`src/rtl/t_stream_decoder_pkg.sv`:
```
// Shared definitions for the T flip-flop toggle-stream decoder and the
// encoder-side T_FF benches.
package t_stream_decoder_pkg;

  localparam int unsigned WIDTH_DEF  = 8;
  localparam int unsigned CNT_W      = $clog2(WIDTH_DEF);
  localparam logic        INIT_Q_DEF = 1'b0;

  // Inverse of q[n+1] = q[n] ^ t[n]
  function automatic logic t_decode(input logic q, input logic prev);
    return q ^ prev;
  endfunction

endpackage

```
`src/rtl/t_ff_decode.sv`:
```
// One-bit inverse T flip-flop: remembers the previous level and recovers
// the toggle bit as the XOR of the current and previous levels.
module t_ff_decode
  import t_stream_decoder_pkg::*;
#(
  parameter logic INIT_Q = INIT_Q_DEF
) (
  input  logic clk,
  input  logic rst_n,
  input  logic en,
  input  logic clr,
  input  logic q_in,
  output logic t_bit
);

  logic prev_q;

  always_ff @(posedge clk) begin
    if (!rst_n || clr) begin
      prev_q <= INIT_Q;
    end else if (en) begin
      prev_q <= q_in;
    end
  end

  assign t_bit = t_decode(q_in, prev_q);

endmodule

```
`src/rtl/t_stream_decoder.sv`:
```
// Toggle-stream decoder: recovers t bits, deserialises them LSB-first and
// offers each word through a one-entry valid/ready holding register.
module t_stream_decoder
  import t_stream_decoder_pkg::*;
#(
  parameter int unsigned WIDTH  = WIDTH_DEF,
  parameter logic        INIT_Q = INIT_Q_DEF
) (
  input  logic                     clk,
  input  logic                     rst_n,
  input  logic                     q_in,
  input  logic                     q_valid,
  input  logic                     clr,
  output logic [WIDTH-1:0]         t_word,
  output logic                     t_valid,
  input  logic                     t_ready,
  output logic                     overrun,
  output logic [$clog2(WIDTH)-1:0] bit_cnt
);

  localparam int unsigned    BW   = $clog2(WIDTH);
  localparam logic [BW-1:0]  LAST = BW'(WIDTH - 1);

  logic [WIDTH-1:0] shift;
  logic [WIDTH-1:0] word;
  logic             t_bit;
  logic             sample;
  logic             done;
  logic             load;

  assign sample = q_valid && !clr;

  t_ff_decode #(
    .INIT_Q(INIT_Q)
  ) u_dec (
    .clk   (clk),
    .rst_n (rst_n),
    .en    (sample),
    .clr   (clr),
    .q_in  (q_in),
    .t_bit (t_bit)
  );

  // The held slot frees up in the same cycle it is consumed, so a completing
  // word may replace it without a bubble.
  always_comb begin
    word = {t_bit, shift[WIDTH-1:1]};
    done = sample && (bit_cnt == LAST);
    load = done && (!t_valid || t_ready);
  end

  always_ff @(posedge clk) begin
    if (!rst_n) begin
      shift   <= '0;
      bit_cnt <= '0;
      t_word  <= '0;
      t_valid <= 1'b0;
      overrun <= 1'b0;
    end else begin
      if (clr) begin
        shift   <= '0;
        bit_cnt <= '0;
      end else if (q_valid) begin
        shift   <= word;
        bit_cnt <= done ? '0 : bit_cnt + BW'(1);
      end

      if (load) begin
        t_word  <= word;
        t_valid <= 1'b1;
      end else if (t_valid && t_ready) begin
        t_valid <= 1'b0;
      end

      if (clr) begin
        overrun <= 1'b0;
      end else if (done && !load) begin
        overrun <= 1'b1;
      end
    end
  end

endmodule

```
`config.mk`:
```
export PLATFORM = sky130hd
export DESIGN_NAME = t_stream_decoder
export DESIGN_NICKNAME = d
export VERILOG_FILES = /design/src/rtl/t_stream_decoder_pkg.sv /design/src/rtl/t_ff_decode.sv /design/src/rtl/t_stream_decoder.sv
export SDC_FILE = /design/constraint.sdc
export NUM_CORES = 1
export LEC_CHECK = 0
export CORE_MARGIN = 5
export CORE_UTILIZATION = 50
export DETAILED_ROUTE_END_ITERATION = 10
export PLACE_DENSITY = 0.88
export SLEW_MARGIN = 10
export SYNTH_ARGS = -nofsm -noshare
export SYNTH_HDL_FRONTEND = slang
export SYNTH_SLANG_ARGS = --single-unit
```
`constraint.sdc`:
```
create_clock -name clk -period 3.7 [get_ports clk]
set_input_delay 0.37 -clock clk [delete_from_list [all_inputs] [get_ports clk]]
set_output_delay 0.37 -clock clk [all_outputs]
set_load 0.01 [all_outputs]
```
==> report_table.html, run 1 <==
<table>
<tr><th>Metric</th><th>Value</th></tr>
<tr><th colspan="2">Run status</th></tr>
<tr><td>Status</td><td>complete, no violations</td></tr>
<tr><th colspan="2">Floorplan</th></tr>
<tr><td>Die H</td><td>51.5 µm</td></tr>
<tr><td>Ports placed on the boundary</td><td>19</td></tr>
<tr><td>Die extent in x</td><td>a little over 50 µm</td></tr>
<tr><td>Die Area</td><td>0.00265 mm²</td></tr>
<tr><td>Placeable core region</td><td>0.00169 mm²</td></tr>
<tr><td># rows</td><td>15</td></tr>
<tr><td>Starting Density</td><td>just over 50%</td></tr>
<tr><th colspan="2">Drt</th></tr>
<tr><td>Final ANT Viol Nets</td><td>0</td></tr>
<tr><td>Detailed Route WL</td><td>1540 µm</td></tr>
<tr><td>First-pass detailed-route iteration total</td><td>3</td></tr>
<tr><td>WL/cell</td><td>12.6 µm</td></tr>
<tr><td>1st-iter DRT viols</td><td>9</td></tr>
<tr><td>DRC violations left</td><td>0</td></tr>
<tr><td>Routed via count divided by cell count</td><td>5.18</td></tr>
<tr><td>Total vias in the final route</td><td>632</td></tr>
<tr><th colspan="2">Synth</th></tr>
<tr><td>Most used flip-flop cell after synthesis</td><td>sky130_fd_sc_hd__dfxtp_1</td></tr>
<tr><td>Per-instance average area after synthesis</td><td>9.91 µm²</td></tr>
<tr><td>Yosys Warn Count</td><td>0</td></tr>
<tr><td>Number of enable flip-flop cells after synthesis</td><td>0</td></tr>
<tr><td>Yosys reg bits</td><td>21</td></tr>
<tr><td>Count of different cell masters after synthesis</td><td>17</td></tr>
<tr><td>Post-Syn Instances</td><td>87</td></tr>
<tr><td>Share of synthesized area occupied by flip-flops and latches</td><td>48.8%</td></tr>
<tr><td>Syn Nets</td><td>95</td></tr>
<tr><td>Async SR Flop Fraction</td><td>0%</td></tr>
<tr><td>Area of the mapped netlist</td><td>862 µm²</td></tr>
<tr><th colspan="2">Clocking</th></tr>
<tr><td>Count of hold buffers inserted by post-cts repair</td><td>0</td></tr>
<tr><td>TritonCTS clock tree</td><td>yes</td></tr>
<tr><td>Number of clock sinks</td><td>21</td></tr>
<tr><td>Clk slew on worst S/H paths</td><td>0.11 ns</td></tr>
<tr><td>Number of CTS-inserted buffers</td><td>3</td></tr>
<tr><td>Maximum number of buffers from clock root to sink</td><td>2</td></tr>
<tr><td>Total setup buffers inserted after CTS</td><td>0</td></tr>
<tr><td>Clock root buffer</td><td>sky130_fd_sc_hd__clkbuf_4</td></tr>
<tr><td>Clock H-tree levels</td><td>1</td></tr>
<tr><td>Post-cts repair resize count</td><td>0</td></tr>
<tr><td>Clock Latency Late Sink</td><td>0.31 ns</td></tr>
<tr><th colspan="2">STA</th></tr>
<tr><td>Pins over their slew limit</td><td>0</td></tr>
<tr><td>Final worst-path setup slack</td><td>2.02 ns</td></tr>
<tr><td>Worst relative slew slack</td><td>56.9%</td></tr>
<tr><td>Final count of negative-setup-slack endpoints</td><td>0</td></tr>
<tr><td>Final hold viol count</td><td>0</td></tr>
<tr><td>Minimum clock period after layout</td><td>1.68 ns</td></tr>
<tr><td>Hold Slack</td><td>0.460 ns</td></tr>
<tr><td>Worst Clk Skew</td><td>approximately 0.0059 ns</td></tr>
<tr><td>Tightest Pin Transition</td><td>0.644 ns</td></tr>
<tr><td>Unrepaired setup endpoints after global routing</td><td>false</td></tr>
<tr><td>Ratio of final minimum period to clock period</td><td>a little under half</td></tr>
<tr><td>Total negative setup slack</td><td>0 ns</td></tr>
<tr><td>Top achievable clock speed</td><td>slightly below 0.6 GHz</td></tr>
<tr><th colspan="2">Flow run</th></tr>
<tr><td>Max Cap Violations</td><td>0</td></tr>
<tr><th colspan="2">Place</th></tr>
<tr><td>Hpwl dp</td><td>1190 µm</td></tr>
<tr><td>Post-Place Worst Slack</td><td>1.70 ns</td></tr>
<tr><td>IO buf count</td><td>18</td></tr>
<tr><td>Placer Congestion</td><td>0.715</td></tr>
<tr><td>Number of cells after detailed placement</td><td>118</td></tr>
<tr><th colspan="2">Final layout</th></tr>
<tr><td>Count of inserted antenna diode cells</td><td>0</td></tr>
<tr><td>Layout area overhead</td><td>23.4%</td></tr>
<tr><td>Final std cells w/o fill</td><td>approximately 120</td></tr>
<tr><td>Most used cells in the layout excluding fill and tap cells</td><td>sky130_fd_sc_hd__dfxtp_1 (21), sky130_fd_sc_hd__clkdlybuf4s50_1 (18), sky130_fd_sc_hd__mux2i_1 (16)</td></tr>
<tr><td>Most common library cell in the layout ignoring fill and taps</td><td>sky130_fd_sc_hd__dfxtp_1</td></tr>
<tr><td>Nets</td><td>114</td></tr>
<tr><td>Fraction of layout cells with a size suffix above 1</td><td>4.76%</td></tr>
<tr><th colspan="2">Global routing</th></tr>
<tr><td>Final global-route overflow total</td><td>0</td></tr>
<tr><td>Overall track demand over capacity in global routing</td><td>a little over an eighth</td></tr>
<tr><td>Number of antenna violations at the first check in global routing</td><td>0</td></tr>
<tr><td>Wire length of the first global-routing pass</td><td>around 2700 µm</td></tr>
<tr><td>Largest net degree at the start of global routing</td><td>19</td></tr>
<tr><td>Number of global-route vias before repair</td><td>a little over 600</td></tr>
<tr><th colspan="2">Worst setup path</th></tr>
<tr><td>Category of the critical setup timing path</td><td>in2reg</td></tr>
<tr><td>Worst-path fanout max</td><td>14</td></tr>
<tr><td>Kind of launch point of the worst setup path</td><td>primary input</td></tr>
<tr><td>Worst Path Required</td><td>3.94 ns</td></tr>
<tr><td>Flop2flop setup slack</td><td>2.27 ns</td></tr>
<tr><td>Kind of end point of the critical path</td><td>register</td></tr>
<tr><td>Arrival time of data at the critical path endpoint</td><td>1.91 ns</td></tr>
<tr><th colspan="2">Power and ir drop</th></tr>
<tr><td>Highest ir drop seen on vdd</td><td>~0.23 mV</td></tr>
<tr><td>Proportion of power drawn by combinational gates</td><td>6.3%</td></tr>
<tr><td>Portion of total power attributed to the clock network</td><td>30.7%</td></tr>
<tr><td>Areal power density over the cells</td><td>342 mW/mm²</td></tr>
<tr><td>Net Sw Frac</td><td>22.6%</td></tr>
<tr><td>Leakage power total</td><td>between 0.4 and 0.5 nW</td></tr>
<tr><td>Power share of the sequential group</td><td>approximately 63%</td></tr>
<tr><td>Post-layout total power</td><td>0.000364 W</td></tr>
<tr><td>Int Power</td><td>between 0.0002 and 0.0003 W</td></tr>
<tr><td>Net switching power</td><td>slightly above 0.00008 W</td></tr>
<tr><th colspan="2">Worst hold path</th></tr>
<tr><td>Path type of the worst min-delay path</td><td>reg2reg</td></tr>
</table>
## cell usage after synthesis (all sizes together), types with 2 or more instances
master  number  area [µm²]
nor2        14        68.8
nand2b       2        12.5
nand2       15        56.3
a21oi        3        15.0
buf          4        26.3
dfxtp       21         420
and2b        4        30.0
mux2i       16         160
ha           2        25.0
## state kept, by name (all words and copies together) (netlist names)
register,flops
bit_cnt,3
overrun,1
shift,7
t_valid,1
t_word,8
u_dec.prev_q,1
## power groups by stage
stage	registers, W	clock network [W]	logic, W
2_1_floorplan	0.000234	0	0.0000149
3_3_place_gp	0.000234	0	0.0000224
3_5_place_dp	0.000234	0	0.0000231
4_1_cts	0.000229	0.000113	0.0000232
5_1_grt	0.000229	0.000127	0.0000250
6_report	0.000229	0.000112	0.0000230
## layer usage
metal | track usage, % | vias up | part of all wire [%]
met5 | 0 | - | 0
met4 | 9.17 | 0 | 3.2
met3 | 1.72 | 5 | 4.5
met2 | 22.2 | 12 | 50
met1 | 16.0 | 290 | 43
li1 | - | 325 | -
## cell families (layout without fill, tap and decap cells)
group	count (synthesis)	count (layout)	share of synthesized area [%]
and+or+nand+nor	38	38	22.5
DFF	21	21	48.8
muxes	16	16	18.6
AOI/OAI and AO/OA	5	5	3.19
buffers and inverters	4	22	3.05
adders and majority gates	2	2	2.90
xor gates and xnor gates	1	1	1.02
## cell type report
type / instances / area [µm²]
clock buffers: 4 / 26.3
well taps: 17 / 21.3
fillers: 147 / 626
repair buffers: 18 / 180
flip-flops and latches: 21 / 420
multi-input cells: 62 / 415
## path summary, 6_finish.rpt
path	startpoint	endpoint	cells after the start
max	q_valid	t_word[6]	4
min reg2reg	t_word[7]	t_word[7]	2
max reg2reg	bit_cnt[0]	t_word[6]	5
min	t_word[7]	t_word[7]	2
## critical path, stage by stage
cell	delay (ns)
sky130_fd_sc_hd__clkdlybuf4s50_1	0.88
sky130_fd_sc_hd__nand3b_2	0.22
sky130_fd_sc_hd__nor2_8	0.22
sky130_fd_sc_hd__mux2i_1	0.21
## metrics by stage
stage          cell area (µm²)  utilization (%)
2_1_floorplan              862                -
3_3_place_gp              1040             61.4
3_5_place_dp              1040             61.4
4_1_cts                   1060             63.0
5_1_grt                   1060             63.0
6_report                  1060             63.0
(Power assumes the default switching activity.)
==> run 2: changes to the inputs <==
--- a/config.mk
+++ b/config.mk
@@ -6,9 +6,9 @@
 export NUM_CORES = 1
 export LEC_CHECK = 0
 export CORE_MARGIN = 5
-export CORE_UTILIZATION = 50
+export CORE_UTILIZATION = 48
 export DETAILED_ROUTE_END_ITERATION = 10
-export PLACE_DENSITY = 0.88
+export PLACE_DENSITY = 0.85
 export SLEW_MARGIN = 10
 export SYNTH_ARGS = -nofsm -noshare
 export SYNTH_HDL_FRONTEND = slang
==> constraint.sdc (replaced) <==
create_clock -name clk -period 1.71 [get_ports clk]
set_input_delay 0.171 -clock clk [delete_from_list [all_inputs] [get_ports clk]]
set_output_delay 0.171 -clock clk [all_outputs]
set_load 0.01 [all_outputs]
==> run 2 against run 1 <==
Effect of this change: hold slack gained 0.0026 ns; wire length shrank 5.7%; critical endpoint is now bit_cnt[0]; die area grew 3.4%; non-clock buffer count grew 3; highest routed layer unchanged; clock skew shrank 0.0014 ns.
==> report_table.html, run 2 (synthesis gave the netlist of run 1 again) <==
<table>
<tr><th>Metric</th><th>Value</th></tr>
<tr><th colspan="2">STA</th></tr>
<tr><td>Final hold viol count</td><td>0 (unchanged)</td></tr>
<tr><td>Worst Clk Skew</td><td>0.00447 ns (-0.00138 ns)</td></tr>
<tr><td>Final count of negative-setup-slack endpoints</td><td>0 (unchanged)</td></tr>
<tr><td>Tightest Pin Transition</td><td>0.440 ns (-0.204 ns)</td></tr>
<tr><td>Pins over their slew limit</td><td>0 (unchanged)</td></tr>
<tr><td>Minimum clock period after layout</td><td>1.41 ns</td></tr>
<tr><td>Unrepaired setup endpoints after global routing</td><td>false</td></tr>
<tr><td>Top achievable clock speed</td><td>0.707 GHz</td></tr>
<tr><td>Total negative setup slack</td><td>0 ns (unchanged)</td></tr>
<tr><td>Ratio of final minimum period to clock period</td><td>between 80 and 90%</td></tr>
<tr><td>Worst relative slew slack</td><td>70.6% (+14 points)</td></tr>
<tr><th colspan="2">Clocking</th></tr>
<tr><td>Clock root buffer</td><td>sky130_fd_sc_hd__clkbuf_4</td></tr>
<tr><td>Maximum number of buffers from clock root to sink</td><td>2 (unchanged)</td></tr>
<tr><td>Clock Latency Late Sink</td><td>0.29 ns (-0.02 ns)</td></tr>
<tr><td>Number of clock sinks</td><td>21 (unchanged)</td></tr>
<tr><td>Count of hold buffers inserted by post-cts repair</td><td>0 (unchanged)</td></tr>
<tr><td>Clk slew on worst S/H paths</td><td>0.11 ns (about the same)</td></tr>
<tr><td>Clock H-tree levels</td><td>1 (unchanged)</td></tr>
<tr><td>Post-cts repair resize count</td><td>0 (unchanged)</td></tr>
<tr><td>Total setup buffers inserted after CTS</td><td>0 (unchanged)</td></tr>
<tr><td>TritonCTS clock tree</td><td>yes</td></tr>
<tr><td>Number of CTS-inserted buffers</td><td>3 (unchanged)</td></tr>
<tr><th colspan="2">Drt</th></tr>
<tr><td>WL/cell</td><td>10.9 µm (-14%)</td></tr>
<tr><td>First-pass detailed-route iteration total</td><td>4 (+1)</td></tr>
<tr><td>Routed via count divided by cell count</td><td>4.74 (-8.4%)</td></tr>
<tr><td>Total vias in the final route</td><td>631 (-0.16%)</td></tr>
<tr><td>Detailed Route WL</td><td>1450 µm (-5.7%)</td></tr>
<tr><td>DRC violations left</td><td>0 (unchanged)</td></tr>
<tr><td>Final ANT Viol Nets</td><td>0 (unchanged)</td></tr>
<tr><td>1st-iter DRT viols</td><td>5 (-4)</td></tr>
<tr><th colspan="2">Global routing</th></tr>
<tr><td>Number of antenna violations at the first check in global routing</td><td>0 (unchanged)</td></tr>
<tr><td>Largest net degree at the start of global routing</td><td>13 (-6)</td></tr>
<tr><td>Overall track demand over capacity in global routing</td><td>13.3% (-0.14 points)</td></tr>
<tr><td>Wire length of the first global-routing pass</td><td>2720 µm (+2.3%)</td></tr>
<tr><td>Number of global-route vias before repair</td><td>642 (+4.2%)</td></tr>
<tr><td>Final global-route overflow total</td><td>0 (unchanged)</td></tr>
<tr><th colspan="2">Final layout</th></tr>
<tr><td>Fraction of layout cells with a size suffix above 1</td><td>8.33% (+3.6 points)</td></tr>
<tr><td>Layout area overhead</td><td>27.3%</td></tr>
<tr><td>Most flops, register</td><td>t_word</td></tr>
<tr><td>Largest registers ranked by flip-flop count</td><td>t_word x8, shift x7, bit_cnt x3</td></tr>
<tr><td>Final std cells w/o fill</td><td>133 (+9.0%)</td></tr>
<tr><td>Most common library cell in the layout ignoring fill and taps</td><td>sky130_fd_sc_hd__dfxtp_1</td></tr>
<tr><td>Count of inserted antenna diode cells</td><td>0 (unchanged)</td></tr>
<tr><td>Nets</td><td>117 (+2.6%)</td></tr>
<tr><td>Largest register FFs</td><td>8 (unchanged)</td></tr>
<tr><td>Core occupancy in the finished layout</td><td>63.6% (+0.59 points)</td></tr>
<tr><td>Most used cells in the layout excluding fill and tap cells</td><td>sky130_fd_sc_hd__dfxtp_1 (21), sky130_fd_sc_hd__clkdlybuf4s50_1 (18), sky130_fd_sc_hd__mux2i_1 (16)</td></tr>
<tr><th colspan="2">Run status</th></tr>
<tr><td>Status</td><td>complete, no violations</td></tr>
<tr><th colspan="2">Worst setup path</th></tr>
<tr><td>Startpoint of the worst-slack reg-to-reg timing path</td><td>bit_cnt[0]</td></tr>
<tr><td>Worst reg2reg endpoint</td><td>t_word[6]</td></tr>
<tr><td>Critical path depth in cells</td><td>1 (-3)</td></tr>
<tr><td>Cell type of the slowest stage on the worst timing path</td><td>sky130_fd_sc_hd__clkdlybuf4s50_1</td></tr>
<tr><td>Buffer and inverter count on the worst path</td><td>1 (unchanged)</td></tr>
<tr><td>Start point of the critical path</td><td>bit_cnt[0]</td></tr>
<tr><td>Kind of launch point of the worst setup path</td><td>register</td></tr>
<tr><td>R2R cell count</td><td>5 (unchanged)</td></tr>
<tr><td>Family with the most delay on the worst path</td><td>buffers and inverters</td></tr>
<tr><td>Worst path cell trace</td><td>clkdlybuf4s50_1</td></tr>
<tr><td>Worst Path Required</td><td>1.54 ns (-2.40 ns)</td></tr>
<tr><td>End of the critical path</td><td>bit_cnt[0]</td></tr>
<tr><td>Flop2flop setup slack</td><td>0.31 ns (-1.96 ns)</td></tr>
<tr><td>Arrival time of data at the critical path endpoint</td><td>1.24 ns (-0.67 ns)</td></tr>
<tr><td>Category of the critical setup timing path</td><td>reg2out</td></tr>
<tr><td>Highest cell delay on the worst timing path</td><td>0.56 ns (-0.32 ns)</td></tr>
<tr><td>Worst-path fanout max</td><td>4 (-10)</td></tr>
<tr><td>Kind of end point of the critical path</td><td>output pin</td></tr>
<tr><th colspan="2">Place</th></tr>
<tr><td>Placer Congestion</td><td>0.742 (+3.8%)</td></tr>
<tr><td>Hpwl dp</td><td>1130 µm (-4.8%)</td></tr>
<tr><td>Number of cells after detailed placement</td><td>129 (+9.3%)</td></tr>
<tr><td>IO buf count</td><td>18 (unchanged)</td></tr>
<tr><th colspan="2">Flow run</th></tr>
<tr><td>Max Cap Violations</td><td>0 (unchanged)</td></tr>
<tr><th colspan="2">Floorplan</th></tr>
<tr><td>Starting Density</td><td>49.9% (-1.1 points)</td></tr>
<tr><td>Ports placed on the boundary</td><td>19 (unchanged)</td></tr>
<tr><td>Die Area</td><td>0.00274 mm² (+3.4%)</td></tr>
<tr><td>Die H</td><td>52.4 µm (+1.7%)</td></tr>
<tr><td>Placeable core region</td><td>0.00173 mm² (+2.2%)</td></tr>
<tr><td>Die extent in x</td><td>52.4 µm (+1.7%)</td></tr>
<tr><td># rows</td><td>15 (unchanged)</td></tr>
<tr><th colspan="2">Power and ir drop</th></tr>
<tr><td>Leakage power total</td><td>0.432 nW (+4.1%)</td></tr>
<tr><td>Highest ir drop seen on vdd</td><td>0.537 mV (+140%)</td></tr>
<tr><td>Areal power density over the cells</td><td>708 mW/mm² (+110%)</td></tr>
<tr><td>Post-layout total power</td><td>0.000777 W (+110%)</td></tr>
<tr><th colspan="2">Worst hold path</th></tr>
<tr><td>Path type of the worst min-delay path</td><td>reg2reg</td></tr>
</table>
==> run 2: cell types whose count changed in the layout (fill, tap and decap cells not counted), sizes merged <==
cell,previous run,this run
buf,0,3
clkbuf,4,3
clkinv,0,1
==> run 2: worst min-delay path by stage <==
stage / end / cells after the start / startpoint
4_1_cts: t_word[3] / 2 / t_word[3]
3_3_place_gp: t_word[7] / 2 / t_word[7]
2_1_floorplan: u_dec.prev_q / 2 / q_in
5_1_grt: t_word[3] / 2 / t_word[3]
6_report: t_word[3] / 2 / t_word[3]
3_5_place_dp: t_word[3] / 2 / t_word[3]
==> run 2: cell type report <==
| class | count | area (µm²) |
|---|---|---|
| multi-input combinational | 62 | 415 |
| fill | 143 | 629 |
| sequential | 21 | 420 |
| clock buffer | 3 | 22.5 |
| timing repair buffer | 21 | 203 |
| tap | 25 | 31.3 |
| clock inverter | 1 | 5.00 |
==> run 2: layer usage <==
layer / vias to the layer above / part of all wire (%) / global-route usage [%]
met3: 2 / 3.2 / 2.56
met5: - / 0 / 0
met2: 10 / 49 / 22.9
met4: 0 / 1.9 / 6.38
met1: 291 / 45 / 15.5
li1: 328 / - / -
==> run 2: per-stage QoR <==
stage / hold slack, ns / instance area (µm²) / worst slack (ns)
3_5_place_dp: 0.448 / 1070 / 0.221
6_report: 0.462 / 1100 / 0.295
5_1_grt: 0.487 / 1100 / 0.169
2_1_floorplan: 0.318 / 862 / 0.393
4_1_cts: 0.464 / 1100 / 0.278
3_3_place_gp: 0.437 / 1070 / 0.260
==> run 2: power by group <==
part	internal, W	switching, W
Clock	0.0000869	0.000141
Combinational	0.0000291	0.0000255
Sequential	0.000492	0.00000278
